**src/rtl/mips_pkg.sv**
```systemverilog
// Shared encodings for the EX-stage multiply/divide unit.
// Holds the op codes, the data word width and the FSM state names.
package mips_pkg;

  localparam int WORD_W = 32;

  typedef enum logic [1:0] {
    MD_MULT  = 2'd0,
    MD_MULTU = 2'd1,
    MD_DIV   = 2'd2,
    MD_DIVU  = 2'd3
  } md_op_e;

  typedef enum logic [1:0] {
    MD_IDLE = 2'd0,
    MD_CALC = 2'd1,
    MD_FIX  = 2'd2
  } md_state_e;

endpackage

```
**src/rtl/md_iter_core.sv**
```systemverilog
// One combinational iteration of the multiply/divide datapath.
// Multiply: shift-add, right shift. Divide: restoring trial-subtract, left shift.
module md_iter_core #(
  parameter int WIDTH = 32
) (
  input  logic             i_isDiv,
  input  logic [WIDTH-1:0] i_accHi,
  input  logic [WIDTH-1:0] i_accLo,
  input  logic [WIDTH-1:0] i_opB,
  output logic [WIDTH-1:0] o_accHi,
  output logic [WIDTH-1:0] o_accLo
);

  logic [WIDTH-1:0] w_addend;
  logic [WIDTH:0]   w_sum;
  logic [WIDTH:0]   w_shifted;
  logic [WIDTH-1:0] w_diff;
  logic             w_fits;

  assign w_addend  = i_accLo[0] ? i_opB : '0;
  assign w_sum     = {1'b0, i_accHi} + {1'b0, w_addend};
  // The remainder is always below the divisor, so the low WIDTH bits of the difference suffice.
  assign w_shifted = {i_accHi, i_accLo[WIDTH-1]};
  assign w_diff    = w_shifted[WIDTH-1:0] - i_opB;
  assign w_fits    = w_shifted >= {1'b0, i_opB};

  always_comb begin
    o_accHi = w_sum[WIDTH:1];
    o_accLo = {w_sum[0], i_accLo[WIDTH-1:1]};
    if (i_isDiv) begin
      o_accHi = w_fits ? w_diff : w_shifted[WIDTH-1:0];
      o_accLo = {i_accLo[WIDTH-2:0], w_fits};
    end
  end

endmodule

```
**src/rtl/mult_div_unit.sv**
```systemverilog
// Iterative multiply/divide unit owning HI/LO: 1 cycle latch, WIDTH iterations,
// 1 cycle sign fix and write-back; done pulses the cycle after write-back.
module mult_div_unit
  import mips_pkg::*;
#(
  parameter int WIDTH = WORD_W,
  parameter int CNT_W = 6
) (
  input  logic             clk,
  input  logic             rst,
  input  logic             start,
  input  logic [1:0]       op,
  input  logic [WIDTH-1:0] srcA,
  input  logic [WIDTH-1:0] srcB,
  input  logic             mthi,
  input  logic             mtlo,
  output logic             busy,
  output logic             done,
  output logic             div_by_zero,
  output logic [WIDTH-1:0] hi,
  output logic [WIDTH-1:0] lo
);

  md_state_e        r_state;
  md_state_e        w_nextState;
  logic [CNT_W-1:0] r_cnt;
  logic [WIDTH-1:0] r_accHi;
  logic [WIDTH-1:0] r_accLo;
  logic [WIDTH-1:0] r_opB;
  logic [WIDTH-1:0] r_rawA;
  logic             r_signA;
  logic             r_signB;
  logic             r_isDiv;
  logic [WIDTH-1:0] r_hi;
  logic [WIDTH-1:0] r_lo;
  logic             r_done;
  logic             r_dbz;

  logic             w_start;
  logic             w_opIsDiv;
  logic             w_opSigned;
  logic             w_negA;
  logic             w_negB;
  logic [WIDTH-1:0] w_absA;
  logic [WIDTH-1:0] w_absB;
  logic [WIDTH-1:0] w_stepHi;
  logic [WIDTH-1:0] w_stepLo;
  logic [2*WIDTH-1:0] w_prod;
  logic [2*WIDTH-1:0] w_prodFix;
  logic [WIDTH-1:0] w_quoFix;
  logic [WIDTH-1:0] w_remFix;

  assign w_start    = (r_state == MD_IDLE) && start;
  assign w_opIsDiv  = (op == MD_DIV) || (op == MD_DIVU);
  assign w_opSigned = (op == MD_MULT) || (op == MD_DIV);
  assign w_negA     = w_opSigned && srcA[WIDTH-1];
  assign w_negB     = w_opSigned && srcB[WIDTH-1];
  assign w_absA     = w_negA ? -srcA : srcA;
  assign w_absB     = w_negB ? -srcB : srcB;

  md_iter_core #(.WIDTH(WIDTH)) u_core (
    .i_isDiv (r_isDiv),
    .i_accHi (r_accHi),
    .i_accLo (r_accLo),
    .i_opB   (r_opB),
    .o_accHi (w_stepHi),
    .o_accLo (w_stepLo)
  );

  assign w_prod    = {r_accHi, r_accLo};
  assign w_prodFix = (r_signA ^ r_signB) ? -w_prod : w_prod;
  assign w_quoFix  = (r_signA ^ r_signB) ? -r_accLo : r_accLo;
  assign w_remFix  = r_signA ? -r_accHi : r_accHi;

  always_ff @(posedge clk or posedge rst) begin
    if (rst) r_state <= MD_IDLE;
    else     r_state <= w_nextState;
  end

  always_comb begin
    w_nextState = r_state;
    case (r_state)
      MD_IDLE: if (start) w_nextState = MD_CALC;
      MD_CALC: if (r_cnt == CNT_W'(WIDTH - 1)) w_nextState = MD_FIX;
      MD_FIX:  w_nextState = MD_IDLE;
      default: w_nextState = MD_IDLE;
    endcase
  end

  // Datapath and architectural HI/LO; a zero divisor overrides the iterated result.
  always_ff @(posedge clk or posedge rst) begin
    if (rst) begin
      r_cnt   <= '0;
      r_accHi <= '0;
      r_accLo <= '0;
      r_opB   <= '0;
      r_rawA  <= '0;
      r_signA <= 1'b0;
      r_signB <= 1'b0;
      r_isDiv <= 1'b0;
      r_hi    <= '0;
      r_lo    <= '0;
      r_done  <= 1'b0;
      r_dbz   <= 1'b0;
    end else begin
      r_done <= 1'b0;
      case (r_state)
        MD_IDLE: begin
          if (w_start) begin
            r_cnt   <= '0;
            r_accHi <= '0;
            r_accLo <= w_absA;
            r_opB   <= w_absB;
            r_rawA  <= srcA;
            r_signA <= w_negA;
            r_signB <= w_negB;
            r_isDiv <= w_opIsDiv;
            r_dbz   <= 1'b0;
          end else begin
            if (mthi) r_hi <= srcA;
            if (mtlo) r_lo <= srcA;
          end
        end
        MD_CALC: begin
          r_accHi <= w_stepHi;
          r_accLo <= w_stepLo;
          r_cnt   <= r_cnt + CNT_W'(1);
        end
        MD_FIX: begin
          r_done <= 1'b1;
          if (r_isDiv && (r_opB == '0)) begin
            r_hi  <= r_rawA;
            r_lo  <= '1;
            r_dbz <= 1'b1;
          end else if (r_isDiv) begin
            r_hi <= w_remFix;
            r_lo <= w_quoFix;
          end else begin
            r_hi <= w_prodFix[2*WIDTH-1:WIDTH];
            r_lo <= w_prodFix[WIDTH-1:0];
          end
        end
        default: ;
      endcase
    end
  end

  assign busy        = (r_state != MD_IDLE);
  assign done        = r_done;
  assign div_by_zero = r_dbz;
  assign hi          = r_hi;
  assign lo          = r_lo;

endmodule
```
**config.mk**
```make
export PLATFORM = sky130hd
export DESIGN_NAME = mult_div_unit
export DESIGN_NICKNAME = d
export VERILOG_FILES = /design/src/rtl/mips_pkg.sv /design/src/rtl/md_iter_core.sv /design/src/rtl/mult_div_unit.sv
export SDC_FILE = /design/constraint.sdc
export NUM_CORES = 1
export LEC_CHECK = 0
export ABC_CLOCK_PERIOD_IN_PS = 6840
export CORE_ASPECT_RATIO = 0.8
export CORE_MARGIN = 2
export CORE_UTILIZATION = 40
export CTS_CLUSTER_DIAMETER = 100
export DETAILED_ROUTE_END_ITERATION = 16
export DONT_BUFFER_PORTS = 1
export GPL_TIMING_DRIVEN = 0
export HOLD_SLACK_MARGIN = 0.02
export PLACE_DENSITY = 0.64
export REMOVE_ABC_BUFFERS = 1
export SKIP_LAST_GASP = 1
export SYNTH_ARGS = -nofsm -noshare
export SYNTH_HDL_FRONTEND = slang
export SYNTH_SLANG_ARGS = --single-unit
```
**constraint.sdc**
```tcl
create_clock -name clk -period 6.84 [get_ports clk]
set_clock_uncertainty 0.1 [all_clocks]
set_input_delay 0.342 -clock clk [delete_from_list [all_inputs] [get_ports clk]]
set_output_delay 0.342 -clock clk [all_outputs]
set_load 0.03 [all_outputs]
```
==> key figures <==
Drt
  – Vias: ~15k
  – Pre-antenna DRT Iters: 7
  – Routed WL: 51700 µm
  – Post-DR wirelength/cell: 20.1 µm
  – Residual DRC count: 0
  – Routed Antenna Nets: 0
  – Vias per cell: 5.86
  – Initial detailed-routing violation count: 1713

Synth
  – Synth cell types: roughly 70
  – Synth Flop Type: dfrtp_1
  – Synthesized area: approximately 16000 µm²
  – Synth Instances: between 2k and 2.5k
  – Seq/Total Area, Yosys: 32.5%
  – Top post-synthesis cells by count: 326 x nand2_1, 232 x o21ai_0, 205 x dfrtp_1
  – Leading area contributor after synthesis: dfrtp_1
  – Ys async rst share: 100%
  – EDFF count, synth: 0
  – Synth top area share: 32.5%
  – #FFs+latches synth: around 210
  – Synth area leaders: dfrtp_1 32%, nand2_1 7.7%, o21ai_0 7.4%, xnor2_1 5.5%, ha_1 5.5%
  – Most frequent cell after synthesis: nand2_1
  – Syn_area_per_cell: 7.76 µm²
  – Ys Warns: 0

Global routing
  – Vias in the first global route: 14.2k
  – Initial antenna violation count: 0
  – Largest net degree at the start of global routing: 111
  – Gr ovfl total: 0
  – First-pass GRT wire length: around 81000 µm
  – Global-route usage over all layers: 24.9%

Floorplan
  – # IOs: 138
  – DIE AREA: 41100 µm²
  – Die X: 226 µm
  – Initial core utilization: 40.3%
  – Num rows: 65
  – Die height: 182 µm
  – Core area: between 30000 and 40000 µm²

CTS
  – Clock buffer depth: 3
  – CTS tree: yes
  – CTS Root Cell: clkbuf_16
  – Clock tree sinks: 205
  – Worst skew pair latency: ~570 ps
  – CTS clk-pin slew, worst paths: 60 ps
  – H-tree depth: 1
  – Setup bufs post-CTS: 0
  – Num CTS Buffers: 25

Place
  – Routability cong.: between 0.9 and 1
  – Placed Instances: roughly 2.5k
  – Port bufs: 0
  – Setup WS pre-CTS: 2220 ps
  – Final HPWL DP: 36800 µm
  – Placement Cell Area: between 15000 and 20000 µm²

Power and ir drop
  – Leakage: 7.58 nW
  – Max IR drop VDD: roughly 260 µV
  – Pwr/cell area: 601 nW/µm²
  – Power consumption: about 11 mW

Worst setup path
  – Critical Path AT: 4980 ps
  – Worst-path fanout max: between 60 and 70
  – CP Capture Type: register
  – Required time of the worst setup path: a little over 7000 ps
  – Critical path class: register to register
  – Crit start category: register

Timing
  – RSZ-0062 raised after global routing: false
  – Worst Tran Pin Value: 1270 ps
  – Final setup margin: 2250 ps
  – Final setup fails: 0
  – Period utilization: 67.2%
  – Highest Clock Rate: 218 MHz
  – Final hold viol count: 0
  – Max-slew violation count: 0
  – Tmin final: 4590 ps
  – Relative slew slack: 15.1%

Layout
  – Final cell count without fillers: about 2.6k
  – Share of cells above drive strength 1: 3.54%
  – Synthesis-to-finish area growth: 12.5%
  – Final Util: 45.3%
  – Final Instance Area: 17800 µm²
  – Fin nets: 2160
  – Antenna diode count: 0
  – Filler Cell Count: 3969

Job
  – Max cap viols: 0

Worst hold path
  – Hold Crit Class: input port to register

Status
  – Status: completed
layout make-up:
cell class | count | area [µm²] | share of cell area [%]
tap | 536 | 671 | 3.77
clock buffer | 39 | 718 | 4.04
sequential | 205 | 5130 | 28.9
timing repair buffer | 83 | 935 | 5.26
clock inverter | 4 | 60.1 | 0.338
inverter | 77 | 297 | 1.67
multi-input combinational | 1626 | 9950 | 56.0
cells by family (layout without fill, tap and decap cells):
| group | Yosys count | count (layout) | share of synthesized area [%] |
|---|---|---|---|
| buffers and inverters | 204 | 203 | 4.95 |
| AND/OR/NAND/NOR | 699 | 699 | 19.7 |
| flip-flops | 205 | 205 | 32.5 |
| adder cells (fa/ha/maj) | 71 | 71 | 5.72 |
| multiplexers | 53 | 53 | 3.38 |
| AO/OA/AOI/OAI | 633 | 633 | 24.3 |
| XOR/XNOR | 170 | 170 | 9.43 |
placed cells by master (no fill, tap or decap), types with 69 or more instances in the layout:
cell           netlist  final
nand2_1            326    325
o21ai_0            232    232
dfrtp_1            205    204
nor2_1             171    170
a21oi_1            151    151
xnor2_1            100     99
inv_1               76     75
dlygate4sd3_1        0     71
xor2_1              70     69
ha_1                69     69
state kept, by name, indices dropped and copies added (netlist names):
| signal | count |
|---|---|
| done | 1 |
| r_opB | 32 |
| r_signB | 1 |
| div_by_zero | 1 |
| hi | 32 |
| r_signA | 1 |
| lo | 32 |
| r_cnt | 6 |
| r_accLo | 32 |
| r_isDiv | 1 |
| r_state | 2 |
| r_rawA | 32 |
| r_accHi | 32 |
critical path, stage by stage, from the launching register on:
cell	delay, ps
dfrtp_4	440
buf_16	290
inv_1	540
nor4_1	320
nand4_1	200
or4_1	970
nand2_1	1100
o22ai_1	250
o21ai_0	210
report_power, final:
| group | internal, mW | leakage, nW | switching [mW] | total [mW] |
|---|---|---|---|---|
| clock | 0.756 | 0.380 | 0.559 | 1.32 |
| sequential | 1.81 | 2.52 | 1.16 | 2.97 |
| combinational | 2.64 | 4.67 | 3.76 | 6.40 |
| total | 5.21 | 7.58 | 5.48 | 10.7 |
routing by layer:
metal	up-vias	routed length (µm)	global-route usage, %	share of wire (%)
li1	7206	-	-	-
met1	7198	24400	36.4	47
met2	571	22100	38.1	43
met3	78	4060	4.64	7.9
met4	0	1130	5.45	2.2
met5	-	0	0	0
through the flow:
stage	setup TNS [ps]	hold slack [ps]
final	0	32.6
after global routing	0	59.0
after CTS	0	20.9
after detailed placement	0	279
after global placement	-388470	352
after floorplan	0	337
worst paths after layout:
check / endpoint / depth (start not counted) / from / slack [ps]
hold reg to reg: r_rawA[4]$_DFFE_PP0P_ / 2 / r_rawA[4]$_DFFE_PP0P_ / 380
setup / recovery: lo[31]$_DFFE_PP0P_ / 8 / r_isDiv$_DFFE_PP0P_ / 2250
hold / removal: r_opB[26]$_DFFE_PP0P_ / 3 / srcB[21] / 30
setup reg to reg: lo[31]$_DFFE_PP0P_ / 8 / r_isDiv$_DFFE_PP0P_ / 2250
max in group asynchronous: lo[25]$_DFFE_PP0P_ / 3 / rst / 5340
min in group asynchronous: r_accHi[4]$_DFFE_PP0P_ / 2 / rst / 320
repair_timing:
item | in CTS | in global routing
hold endpoints to repair | 253 | 0
resized for setup | 0 | 0
endpoints found under the setup margin | 0 | 0
hold buffers | 71 | 0
Note: power is estimated with default switching activity, not from simulation.
